[config.mk]
export PLATFORM = sky130hd
export DESIGN_NAME = axi_wr_slave_flat
export DESIGN_NICKNAME = d
export VERILOG_FILES = /design/src/rtl/sys_axi_pkg.sv /design/src/rtl/axi_wr_slave_if.sv /design/src/rtl/axi_burst_addr_gen.sv /design/src/rtl/axi_wr_slave.sv /design/src/flat_wrapper.sv
export SDC_FILE = /design/constraint.sdc
export NUM_CORES = 1
export LEC_CHECK = 0
export ABC_AREA = 1
export CELL_PAD_IN_SITES_DETAIL_PLACEMENT = 0
export CELL_PAD_IN_SITES_GLOBAL_PLACEMENT = 1
export CORE_UTILIZATION = 25
export DETAILED_ROUTE_END_ITERATION = 8
export PLACE_DENSITY_LB_ADDON = 0.1
export SLEW_MARGIN = 20
export SYNTH_ARGS = -nofsm -noshare
export SYNTH_HDL_FRONTEND = slang
export SYNTH_HIERARCHICAL = 1
export SYNTH_SLANG_ARGS = --single-unit
export TNS_END_PERCENT = 50
[constraint.sdc]
create_clock -name clk -period 8.4 [get_ports clk]
set_input_delay 2.52 -clock clk [delete_from_list [all_inputs] [get_ports clk]]
set_output_delay 2.52 -clock clk [all_outputs]
set_load 0.02 [all_outputs]
[src/rtl/sys_axi_pkg.sv]
// Shared AXI encodings and the write-responder state type.
// Also provides the default for the `AXI_DATA_WIDTH` macro (64).
`ifndef AXI_DATA_WIDTH
`define AXI_DATA_WIDTH 64
`endif

package sys_axi_pkg;

  localparam logic [1:0] AXI_BURST_FIXED = 2'd0;
  localparam logic [1:0] AXI_BURST_INCR  = 2'd1;
  localparam logic [1:0] AXI_BURST_WRAP  = 2'd2;

  localparam logic [1:0] AXI_RESP_OKAY   = 2'd0;
  localparam logic [1:0] AXI_RESP_SLVERR = 2'd2;

  localparam int AXI_STRB_WIDTH = 8;

  typedef enum logic [1:0] {
    ST_IDLE = 2'd0,
    ST_DATA = 2'd1,
    ST_RESP = 2'd2
  } axi_wr_state_e;

  // A WRAP burst must cover 2, 4, 8 or 16 beats.
  function automatic logic wrap_len_legal(input logic [7:0] len);
    return (len == 8'd1) || (len == 8'd3) || (len == 8'd7) || (len == 8'd15);
  endfunction

endpackage

[src/rtl/axi_wr_slave_if.sv]
// AXI4 write-side channels (AW, W, B) bundled for the write responder.
interface axi_wr_slave_if #(
  parameter int ID_WIDTH   = 4,
  parameter int ADDR_WIDTH = 32,
  parameter int DATA_WIDTH = 64
) ();

  logic [ID_WIDTH-1:0]   awid;
  logic [ADDR_WIDTH-1:0] awaddr;
  logic [7:0]            awlen;
  logic [2:0]            awsize;
  logic [1:0]            awburst;
  logic                  awvalid;
  logic                  awready;

  logic [DATA_WIDTH-1:0] wdata;
  logic [7:0]            wstrb;
  logic                  wlast;
  logic                  wvalid;
  logic                  wready;

  logic [ID_WIDTH-1:0]   bid;
  logic [1:0]            bresp;
  logic                  bvalid;
  logic                  bready;

  modport slave (
    input  awid, awaddr, awlen, awsize, awburst, awvalid,
    output awready,
    input  wdata, wstrb, wlast, wvalid,
    output wready,
    output bid, bresp, bvalid,
    input  bready
  );

  modport master (
    output awid, awaddr, awlen, awsize, awburst, awvalid,
    input  awready,
    output wdata, wstrb, wlast, wvalid,
    input  wready,
    input  bid, bresp, bvalid,
    output bready
  );

endinterface

[src/rtl/axi_burst_addr_gen.sv]
// Combinational next-beat address for FIXED / INCR / WRAP bursts.
// WRAP support is compiled in only with `AXI_WR_SLAVE_WRAP_EN`; without it
// a WRAP burst keeps its address (the responder flags it as an error anyway).
module axi_burst_addr_gen
  import sys_axi_pkg::*;
#(
  parameter int ADDR_WIDTH = 32
) (
  input  logic [ADDR_WIDTH-1:0] addr_i,
  input  logic [2:0]            size_i,
  input  logic [7:0]            len_i,
  input  logic [1:0]            burst_i,
  output logic [ADDR_WIDTH-1:0] next_addr_o
);

  logic [ADDR_WIDTH-1:0] step;
  logic [ADDR_WIDTH-1:0] incr_addr;

  assign step      = ADDR_WIDTH'(1) << size_i;
  assign incr_addr = addr_i + step;

`ifdef AXI_WR_SLAVE_WRAP_EN
  // Wrap window is the whole burst footprint: (len+1) beats of 2^size bytes.
  logic [ADDR_WIDTH-1:0] mask;
  assign mask = ((ADDR_WIDTH'(len_i) + ADDR_WIDTH'(1)) << size_i) - ADDR_WIDTH'(1);

  // Select the next address by burst type, wrapping inside the window.
  always_comb begin
    next_addr_o = addr_i;
    case (burst_i)
      AXI_BURST_INCR: next_addr_o = incr_addr;
      AXI_BURST_WRAP: next_addr_o = (addr_i & ~mask) | (incr_addr & mask);
      default:        next_addr_o = addr_i;
    endcase
  end
`else
  logic unused_len;
  assign unused_len = ^len_i;

  // Select the next address by burst type; only INCR advances.
  always_comb begin
    next_addr_o = addr_i;
    if (burst_i == AXI_BURST_INCR) next_addr_o = incr_addr;
  end
`endif

endmodule

[src/rtl/axi_wr_slave.sv]
// AXI4 write responder: one burst at a time, AW -> W beats -> B, driving a
// word-addressed SRAM write port. Malformed bursts are drained without
// writes and answered with SLVERR.
// Optional feature macro: AXI_WR_SLAVE_WRAP_EN (WRAP burst support).
module axi_wr_slave
  import sys_axi_pkg::*;
#(
  parameter int ID_WIDTH   = 4,
  parameter int ADDR_WIDTH = 32,
  parameter int DATA_WIDTH = `AXI_DATA_WIDTH   // strobe is 8 bits: 64 only
) (
  input  logic                  clk,
  input  logic                  rst,
  axi_wr_slave_if.slave         axi,
  output logic                  mem_we,
  output logic [ADDR_WIDTH-4:0] mem_addr,
  output logic [63:0]           mem_wdata,
  output logic [7:0]            mem_wstrb,
  input  logic                  mem_ready
);

  axi_wr_state_e         state_q, state_d;
  logic [ID_WIDTH-1:0]   id_q, id_d;
  logic [ADDR_WIDTH-1:0] addr_q, addr_d;
  logic [7:0]            len_q, len_d;
  logic [2:0]            size_q, size_d;
  logic [1:0]            burst_q, burst_d;
  logic [7:0]            cnt_q, cnt_d;
  logic                  err_q, err_d;

  logic                  awready, wready, bvalid;
  logic [ID_WIDTH-1:0]   bid;
  logic [1:0]            bresp;
  logic                  aw_err;
  logic                  last_cnt;
  logic [ADDR_WIDTH-1:0] next_addr;

  // Request-level errors are known at AW time.
`ifdef AXI_WR_SLAVE_WRAP_EN
  assign aw_err = (axi.awsize > 3'd3) || (axi.awburst == 2'd3) ||
                  ((axi.awburst == AXI_BURST_WRAP) && !wrap_len_legal(axi.awlen));
`else
  assign aw_err = (axi.awsize > 3'd3) || (axi.awburst == 2'd3) ||
                  (axi.awburst == AXI_BURST_WRAP);
`endif

  assign last_cnt = (cnt_q == len_q);

  axi_burst_addr_gen #(.ADDR_WIDTH(ADDR_WIDTH)) u_addr_gen (
    .addr_i      (addr_q),
    .size_i      (size_q),
    .len_i       (len_q),
    .burst_i     (burst_q),
    .next_addr_o (next_addr)
  );

  // Next-state and handshake outputs; everything held low while rst is high.
  always_comb begin
    state_d = state_q;
    id_d    = id_q;
    addr_d  = addr_q;
    len_d   = len_q;
    size_d  = size_q;
    burst_d = burst_q;
    cnt_d   = cnt_q;
    err_d   = err_q;
    awready = 1'b0;
    wready  = 1'b0;
    bvalid  = 1'b0;
    bid     = '0;
    bresp   = AXI_RESP_OKAY;
    mem_we  = 1'b0;
    if (!rst) begin
      case (state_q)
        ST_IDLE: begin
          awready = 1'b1;
          if (axi.awvalid) begin
            id_d    = axi.awid;
            addr_d  = axi.awaddr;
            len_d   = axi.awlen;
            size_d  = axi.awsize;
            burst_d = axi.awburst;
            cnt_d   = 8'd0;
            err_d   = aw_err;
            state_d = ST_DATA;
          end
        end
        ST_DATA: begin
          wready = mem_ready;
          if (axi.wvalid && mem_ready) begin
            // A beat is written only if the burst was clean before it.
            mem_we = !err_q;
            addr_d = next_addr;
            cnt_d  = cnt_q + 8'd1;
            if (axi.wlast != last_cnt) err_d = 1'b1;
            if (axi.wlast || last_cnt) state_d = ST_RESP;
          end
        end
        ST_RESP: begin
          bvalid = 1'b1;
          bid    = id_q;
          bresp  = err_q ? AXI_RESP_SLVERR : AXI_RESP_OKAY;
          if (axi.bready) state_d = ST_IDLE;
        end
        default: state_d = ST_IDLE;
      endcase
    end
  end

  // Control state: reset drops any in-flight burst back to IDLE.
  always_ff @(posedge clk) begin
    if (rst) begin
      state_q <= ST_IDLE;
      cnt_q   <= 8'd0;
      err_q   <= 1'b0;
    end else begin
      state_q <= state_d;
      cnt_q   <= cnt_d;
      err_q   <= err_d;
    end
  end

  // Burst attributes and running address; only meaningful after an AW.
  always_ff @(posedge clk) begin
    id_q    <= id_d;
    addr_q  <= addr_d;
    len_q   <= len_d;
    size_q  <= size_d;
    burst_q <= burst_d;
  end

  assign axi.awready = awready;
  assign axi.wready  = wready;
  assign axi.bvalid  = bvalid;
  assign axi.bid     = bid;
  assign axi.bresp   = bresp;

  assign mem_addr  = addr_q[ADDR_WIDTH-1:3];
  assign mem_wdata = axi.wdata;
  assign mem_wstrb = axi.wstrb;

endmodule
[src/flat_wrapper.sv]
// flat-port wrapper written by rule: the top's interface ports become plain ports
module axi_wr_slave_flat import sys_axi_pkg::*;
#(
  parameter int ID_WIDTH   = 4,
  parameter int ADDR_WIDTH = 32,
  parameter int DATA_WIDTH = `AXI_DATA_WIDTH                               
)
  (clk, rst, mem_we, mem_addr, mem_wdata, mem_wstrb, mem_ready, axi_awid, axi_awaddr, axi_awlen, axi_awsize, axi_awburst, axi_awvalid, axi_awready, axi_wdata, axi_wstrb, axi_wlast, axi_wvalid, axi_wready, axi_bid, axi_bresp, axi_bvalid, axi_bready);
  axi_wr_slave_if #(.ID_WIDTH(ID_WIDTH), .ADDR_WIDTH(ADDR_WIDTH), .DATA_WIDTH(DATA_WIDTH)) axi_i ();
  input  logic clk;
  input  logic rst;
  output logic mem_we;
  output logic [ADDR_WIDTH-4:0] mem_addr;
  output logic [63:0] mem_wdata;
  output logic [7:0] mem_wstrb;
  input  logic mem_ready;
  input wire logic [$bits(axi_i.awid)-1:0] axi_awid;
  input wire logic [$bits(axi_i.awaddr)-1:0] axi_awaddr;
  input wire logic [$bits(axi_i.awlen)-1:0] axi_awlen;
  input wire logic [$bits(axi_i.awsize)-1:0] axi_awsize;
  input wire logic [$bits(axi_i.awburst)-1:0] axi_awburst;
  input wire logic [$bits(axi_i.awvalid)-1:0] axi_awvalid;
  output wire logic [$bits(axi_i.awready)-1:0] axi_awready;
  input wire logic [$bits(axi_i.wdata)-1:0] axi_wdata;
  input wire logic [$bits(axi_i.wstrb)-1:0] axi_wstrb;
  input wire logic [$bits(axi_i.wlast)-1:0] axi_wlast;
  input wire logic [$bits(axi_i.wvalid)-1:0] axi_wvalid;
  output wire logic [$bits(axi_i.wready)-1:0] axi_wready;
  output wire logic [$bits(axi_i.bid)-1:0] axi_bid;
  output wire logic [$bits(axi_i.bresp)-1:0] axi_bresp;
  output wire logic [$bits(axi_i.bvalid)-1:0] axi_bvalid;
  input wire logic [$bits(axi_i.bready)-1:0] axi_bready;
  assign axi_i.awid = axi_awid;
  assign axi_i.awaddr = axi_awaddr;
  assign axi_i.awlen = axi_awlen;
  assign axi_i.awsize = axi_awsize;
  assign axi_i.awburst = axi_awburst;
  assign axi_i.awvalid = axi_awvalid;
  assign axi_awready = axi_i.awready;
  assign axi_i.wdata = axi_wdata;
  assign axi_i.wstrb = axi_wstrb;
  assign axi_i.wlast = axi_wlast;
  assign axi_i.wvalid = axi_wvalid;
  assign axi_wready = axi_i.wready;
  assign axi_bid = axi_i.bid;
  assign axi_bresp = axi_i.bresp;
  assign axi_bvalid = axi_i.bvalid;
  assign axi_i.bready = axi_bready;
  axi_wr_slave #(.ID_WIDTH(ID_WIDTH), .ADDR_WIDTH(ADDR_WIDTH), .DATA_WIDTH(DATA_WIDTH)) u_core (.clk(clk), .rst(rst), .axi(axi_i), .mem_we(mem_we), .mem_addr(mem_addr), .mem_wdata(mem_wdata), .mem_wstrb(mem_wstrb), .mem_ready(mem_ready));
endmodule
Yosys cells after proc, flatten, opt, wreduce, memory -nomap -nowiden

Cells that the tools add are included.

Register bits: 60
Latch bits: 0
RAM bits: 0
Memory bits (read-only): 0
Bits of input ports: 128
Output and inout bits: 111
Logic and storage cells: 68
Memories: 0

$add $sub $neg: 2
Multipliers: 0
Div/mod/pow operators: 0
Magnitude comparators: 1
Equal/unequal tests: 13
Shift-type cells: 1
Multiplexer cells: 30
Bitwise operators: 1
Reductions and logical operators: 12

Operators with widths:

| cell                                                                            | count |
|---|---|
| 32-bit 2-to-1 mux                                                               | 3 |
| 32-bit one-hot mux with 2 select lines                                          | 1 |
| 32-bit adder                                                                    | 1 |
| 1-bit by 3-bit << shifter with 32-bit output, first input constant              | 1 |
| 8-bit 2-to-1 mux                                                                | 2 |
| 8-bit one-hot mux with 2 select lines                                           | 1 |
| 2-bit 2-to-1 mux                                                                | 7 |
| 1-bit 2-to-1 mux                                                                | 12 |
| 8-bit by 1-bit adder with 8-bit output, second input constant                   | 1 |
| 8-bit == test                                                                   | 1 |
| 4-bit 2-to-1 mux                                                                | 2 |
| 4-bit AND reduction                                                             | 2 |
| 2-bit == test, second input constant                                            | 3 |
| 2-bit by 1-bit inequality test with 1-bit output, second input constant         | 3 |
| 2-bit inequality test, second input constant                                    | 3 |
| 2-bit one-hot mux with 3 select lines                                           | 1 |
| 3-bit AND reduction                                                             | 2 |
| 5-bit AND reduction                                                             | 1 |
| 2-bit by 1-bit == test with 1-bit output, second input constant                 | 2 |
| 3-bit by 2-bit greater-than comparator with 1-bit output, second input constant | 1 |
| 1-bit logical OR                                                                | 3 |
| 2-bit zero test                                                                 | 1 |
| 1-bit one-hot mux with 2 select lines                                           | 1 |
| 2-bit nonzero test                                                              | 1 |
| other kinds (4)                                                                 | 4 |

Logic depth before layout (Yosys ltp)

Gate-level depths: netlist (run 1).

Word-level depth: 5
Depth in mapped cells: 16

Hierarchy

Netlist (run 1), hierarchy kept.

Modules (own cells, without submodules):

| module             | times used | cells an instance | area an instance (um^2) | sequential area each (um^2) |
|---|---|---|---|---|
| axi_wr_slave       | 1          | 376               | 3432.0                  | 1691.6 |
| axi_burst_addr_gen | 1          | 318               | 1570.3                  | 0.0 |

Least setup slack after synthesis (run 1)

Ideal clock, no wire load.

Kind: input -> output
From: in rst
To: out mem_we
Arrival time: 3.180 ns
Required time: 5.880 ns
Path slack: 2.700 ns
Stages on the path: 2
Cell sequence: buf_2 > nor3_1

Cells in the longest elaborated chain, start to end: 1

RTL lines:

| element          | RTL line           | text |
|---|---|---|
| start, declared  | flat_wrapper.sv:11 | `input logic rst;` |
| 1-bit 2-to-1 mux | axi_wr_slave.sv:73 | `if (!rst) begin` |
| end, declared    | flat_wrapper.sv:12 | `output logic mem_we;` |

No other way between the ends.

Worst setup path in the final report (run 1)

From: in rst
To: out axi_bid[1]

Cells in the longest elaborated chain, start to end: 1

RTL lines:

| element          | RTL line           | text |
|---|---|---|
| 4-bit 2-to-1 mux | axi_wr_slave.sv:73 |  |
| end, declared    | flat_wrapper.sv:29 | `output wire logic [$bits(axi_i.bid)-1:0] axi_bid;` |

No other way between the ends.

==> results of run 1 <==
==> cell families after synthesis <==
family                     share of synthesized area
and+or+nand+nor                                0.353
DFF                                            0.338
xor gates and xnor gates                      0.0263
adders and majority gates                     0.0290
other                                       0.000750
buffers and inverters                          0.225
AOI/OAI and AO/OA                             0.0275
==> power groups by stage <==
stage | Combinational (mW) | Clock, mW | Sequential [mW]
after global placement | 0.183 | 0 | 0.374
after floorplan | 0.176 | 0 | 0.367
after CTS | 0.185 | 0.409 | 0.368
after global routing | 0.205 | 0.416 | 0.370
after detailed placement | 0.184 | 0 | 0.374
final | 0.181 | 0.390 | 0.367
==> layout make-up <==
| class | count | share of cell area |
|---|---|---|
| multi-input combinational | 446 | 0.381 |
| clock inverter | 7 | 0.0141 |
| timing repair buffer | 97 | 0.167 |
| clock buffer | 9 | 0.0391 |
| inverter | 74 | 0.0482 |
| tap | 265 | 0.0576 |
| sequential | 60 | 0.294 |
==> layer usage <==
layer | share of wire | routed length (um)
met5 | 0 | 0
met4 | 0.018 | 233
met3 | 0.062 | 793
met2 | 0.46 | 5900
met1 | 0.46 | 5810
==> placed cells by master, fill, tap and decap left out, drive strengths merged <==
cell             n
a21boi           2
a21oi           12
buf              4
bufinv           1
clkbuf           9
clkdlybuf4s50   93
clkinv           1
clkinvlp         1
conb             1
dfxtp           11
edfxtp          49
fa               1
ha              10
inv             78
nand2          268
nand3           32
nand3b          10
nand4           10
nor2            50
nor3            20
nor4             1
o21ai           11
or2              3
xnor2           12
xor2             3
==> final timing paths <==
kind | start | end | slack [ns] | depth (start not counted)
setup / recovery | rst | axi_bid[1] | 1.61 | 5
hold / removal | u_core/err_q | u_core/err_q | 0.53 | 2
setup reg to reg | u_core/size_q[1] | u_core/addr_q[26] | 6.04 | 14
hold reg to reg | u_core/err_q | u_core/err_q | 0.53 | 2
==> cell usage after synthesis (2+ instances only) <==
| library cell | instances | share of area |
|---|---|---|
| nand2_2 | 19 | 0.024 |
| nand3b_1 | 10 | 0.015 |
| nor2_4 | 4 | 0.0090 |
| nand3_1 | 28 | 0.028 |
| a21oi_2 | 2 | 0.0035 |
| inv_1 | 68 | 0.051 |
| nor2_1 | 42 | 0.032 |
| nand3_2 | 4 | 0.0080 |
| xor2_1 | 3 | 0.0053 |
| xnor2_1 | 12 | 0.021 |
| o21ai_1 | 2 | 0.0020 |
| buf_2 | 5 | 0.0050 |
| nor3_1 | 17 | 0.017 |
| a21oi_1 | 10 | 0.010 |
| nor2_2 | 4 | 0.0050 |
| nand2_4 | 2 | 0.0045 |
| edfxtp_1 | 49 | 0.29 |
| dfxtp_1 | 11 | 0.044 |
| ha_1 | 10 | 0.025 |
| o21ai_0 | 9 | 0.0090 |
| inv_2 | 5 | 0.0038 |
| buf_4 | 106 | 0.16 |
| nand2_1 | 247 | 0.19 |
| nor3_2 | 2 | 0.0040 |
| nand4_1 | 9 | 0.011 |
==> registers in the layout (all words and copies together) (netlist names) <==
signal	count
u_core/addr_q	32
u_core/cnt_q	8
u_core/len_q	8
u_core/id_q	4
u_core/size_q	3
u_core/burst_q	2
u_core/state_q	2
u_core/err_q	1
==> critical path, delay by kind of cell <==
family,cells,cell delay [ns]
buffers and inverters,3,1.44
AND/OR/NAND/NOR,2,0.32
==> results.cfg, run 1 <==
[status]
status = completed

[logic_synthesis]
synth_seq_area_share = 0.338
syn-cell-area_um2 = 5000
synth_edf_count = 49
async_flop_share = 0
synth_cells = 694
yosys.cell_types.count = 39
synthesis.nets = 833
yosys_most_used_dff = edfxtp_1
postSynthAreaPerCell_um2 = 7.21
ys_warn_count = 6
synth_seq_cells = 60

[cts]
clock-sinks = 60
clk_latency_ns = 0.34
cts_tree = yes
path_clk_slew_ns = 0.06
ctsHoldBuffers = 0
cts-htree-levels = 3
post_cts_buffers = 0
clockBufferDepth = 2
numCtsBuffers = 9
cts-resized-gates = 0
cts_root_buf = clkbuf_16

[timing]
maxSlewViolCount = 0
finalCriticalPeriod_ns = 6.79
finalHoldViolCount = 0
finalCritPeriodShare = 0.808
finClkSkew_ns = 0.00692
max_slew_margin = 0.516
tightestPinTransition_ns = 0.725
rsz0062_at_grt = no
whs_ns = 0.525
fin_ws_ns = 1.61
max_freq_ghz = 0.147
setup_viol = 0
fin_setup_tns_ns = 0

[finish]
final.fill_count = 2171
final_cells = 958
drive_above_1_share = 0.0967
antenna_cells = 0
postLayoutCoreUtil = 0.295
design_area_um2 = 5760
ff_latch_area_um2 = 1690
syn_to_final_growth_pct = 15.2
multi_input_area_um2 = 2190
layout.nets = 827

[placed_design]
dp.cells = 942
dp_hpwl_um = 9590
routabilityCongestion = 0.794
portBuffers = 93
dpl_cell_area_um2 = 5450
pre_cts_ws_ns = 1.64

[global_route]
grtUsageMet2 = 0.214
grt_overflow = 0
grt_use_total = 0.129
grt_use_met3 = 0.0330
grt_pass1_wl_um = 20100
grt_pass1_vias = 3830
grt_use_met1 = 0.162
grt_max_degree = 39
top_usage_layer = met2
antenna_found_initial = 0

[detailed_routing]
drtIter0Drc = 200
routed_wl_um = 12700
vias = 3970
ant_nets = 0
avgRoutedWirePerCell_um = 13.3
drcViolationCount = 0
drtPass1Iterations = 4
routed_via_density = 4.14

[setup_path]
cp_common_cell = clkdlybuf4s50_1
path_cells = clkdlybuf4s50_1 > inv_1 > nand2_1 > nor2_1 > clkdlybuf4s50_1
worst_setup_path_start_kind = primary input
arrival_ns = 4.27
worstPathRequired_ns = 5.88
cpMaxStageDelayCell = clkdlybuf4s50_1
crit_type = in2out
path_max_fanout = 10
cp_slowest_stage_delay_ns = 0.63
endpoint_kind = output port

[die]
die_x_um = 143
die_area_um2 = 20600
core_area_um2 = 19500
die_h_um = 143
row_count = 51
start_util = 0.256
io_pins = 239

[power_and_ir_drop]
ir_worst_vdd_v = 0.000105
power.total_mw = 0.938
power_density_nw_per_um2 = 163
p_seq_frac = 0.391
p_leak_nw = 2.49
p_sw_mw = 0.279
p_int_mw = 0.659
comb_power_share = 0.193
clkPwrFrac = 0.416
switching_share = 0.297

[min_path]
hp-class = reg2reg

[run]
maxCapViolations = 0
Power figures use the tool's default switching activity.
==> inputs of run 2 (changes only) <==
Clock period 8.4 ns to 6.7 ns, I/O delays scaled along.
==> results.cfg, run 2 (same netlist as run 1, synthesis figures left out) <==
[status]
status = completed

[cts]
path_clk_slew_ns = 0.06
cts_tree = yes
numCtsBuffers = 9
ctsHoldBuffers = 0
cts-resized-gates = 0
clock-sinks = 60
cts-htree-levels = 3
post_cts_buffers = 0
clk_latency_ns = 0.34
clockBufferDepth = 2
cts_root_buf = clkbuf_16

[setup_path]
crit_type = in2out
arrival_ns = 3.72
worst_setup_path_start_kind = primary input
path_max_fanout = 10
endpoint_kind = output port
worstPathRequired_ns = 4.69

[timing]
maxSlewViolCount = 0
tightestPinTransition_ns = 0.697
finalCritPeriodShare = 0.855
fin_setup_tns_ns = 0
rsz0062_at_grt = no
max_freq_ghz = 0.175
finalHoldViolCount = 0
max_slew_margin = 0.535
finClkSkew_ns = 0.00840
finalCriticalPeriod_ns = 5.73
setup_viol = 0

[finish]
antenna_cells = 0
layout_common_cells = 247 x nand2_1, 93 x clkdlybuf4s50_1, 68 x inv_1
reg.largest.list = u_core/addr_q x32, u_core/cnt_q x8, u_core/len_q x8
postLayoutCoreUtil = 0.294
drive_above_1_share = 0.0967
regMostFlops = u_core/addr_q
layout_commonest_cell = nand2_1
syn_to_final_growth_pct = 14.8
layout.nets = 827
largest_reg_flops = 32

[detailed_routing]
drtIter0Drc = 205
routed_via_density = 4.14
drtPass1Iterations = 4
drcViolationCount = 0
vias = 3967
ant_nets = 0
routed_wl_um = 12900
avgRoutedWirePerCell_um = 13.4

[power_and_ir_drop]
p_int_mw = 0.795
power_density_nw_per_um2 = 199
p_leak_nw = 2.49
comb_power_share = 0.198
clkPwrFrac = 0.400
ir_worst_vdd_v = 0.000114
p_sw_mw = 0.350
switching_share = 0.305
p_seq_frac = 0.401

[placed_design]
portBuffers = 93
routabilityCongestion = 0.794
dp_hpwl_um = 9610

[die]
core_area_um2 = 19500
start_util = 0.256
io_pins = 239
row_count = 51
die_area_um2 = 20600
die_h_um = 143
die_x_um = 143

[global_route]
grt_use_total = 0.132
grt_pass1_vias = 3815
antenna_found_initial = 0
grt_overflow = 0
grt_max_degree = 39
grt_pass1_wl_um = 20300

[run]
maxCapViolations = 0

[min_path]
hp-class = reg2reg
## run 2: cell count changes in the layout (fill, tap and decap cells not counted)
| cell | delta |
|---|---|
| inv_6 | -4 |
| clkinv_2 | +1 |
| clkinvlp_4 | -1 |
| clkinv_4 | +4 |
| clkbuf_8 | +1 |
| bufinv_16 | -1 |
## run 2: cell type report
cell class | count | area [um2]
clock inverters | 6 | 48.8
clock buffers | 10 | 239
well taps | 265 | 332
inverters | 74 | 278
repair buffers | 97 | 961
fillers | 2177 | 13800
multi-input cells | 446 | 2190
flip-flops and latches | 60 | 1690
## run 2: critical path, cell delays in order
cell and delay (ns):
clkdlybuf4s50_1 0.62, inv_1 0.18, nand2_1 0.16, nor2_1 0.14, clkdlybuf4s50_1 0.61
## run 2: worst paths after layout
kind                                  startpoint                end  slack, ns  depth (start not counted)
worst min-delay path                u_core/err_q       u_core/err_q       0.52                          2
worst max register to register  u_core/size_q[0]  u_core/addr_q[26]       4.28                         14
worst min register to register      u_core/err_q       u_core/err_q       0.52                          2
worst max-delay path                         rst         axi_bid[2]       0.97                          5
## run 2: power by group through the flow
stage	clock network, mW	registers [mW]	logic, mW
2_1_floorplan	0	0.460	0.221
3_3_place_gp	0	0.469	0.229
3_5_place_dp	0	0.469	0.231
4_1_cts	0.480	0.461	0.232
5_1_grt	0.492	0.464	0.258
6_report	0.458	0.460	0.227
## run 2: per-stage QoR
stage	total power [mW]	cell area [um2]	hold WS, ns	setup slack, ns	std cells
after floorplan	0.681	5000	0.475	2.02	694
after global placement	0.698	5450	0.516	0.992	942
after detailed placement	0.700	5450	0.515	0.960	942
after CTS	1.17	5740	0.529	0.948	958
after global routing	1.21	5740	0.566	0.786	958
final	1.15	5740	0.521	0.971	958
## run 2: metal layers
| metal | vias to the layer above | track usage | routed length (um) |
|---|---|---|---|
| met2 | 96 | 0.213 | 5900 |
| li1 | 2076 | - | - |
| met4 | 0 | 0.0470 | 193 |
| met3 | 33 | 0.0323 | 728 |
| met5 | - | 0 | 0 |
| met1 | 1762 | 0.170 | 6040 |
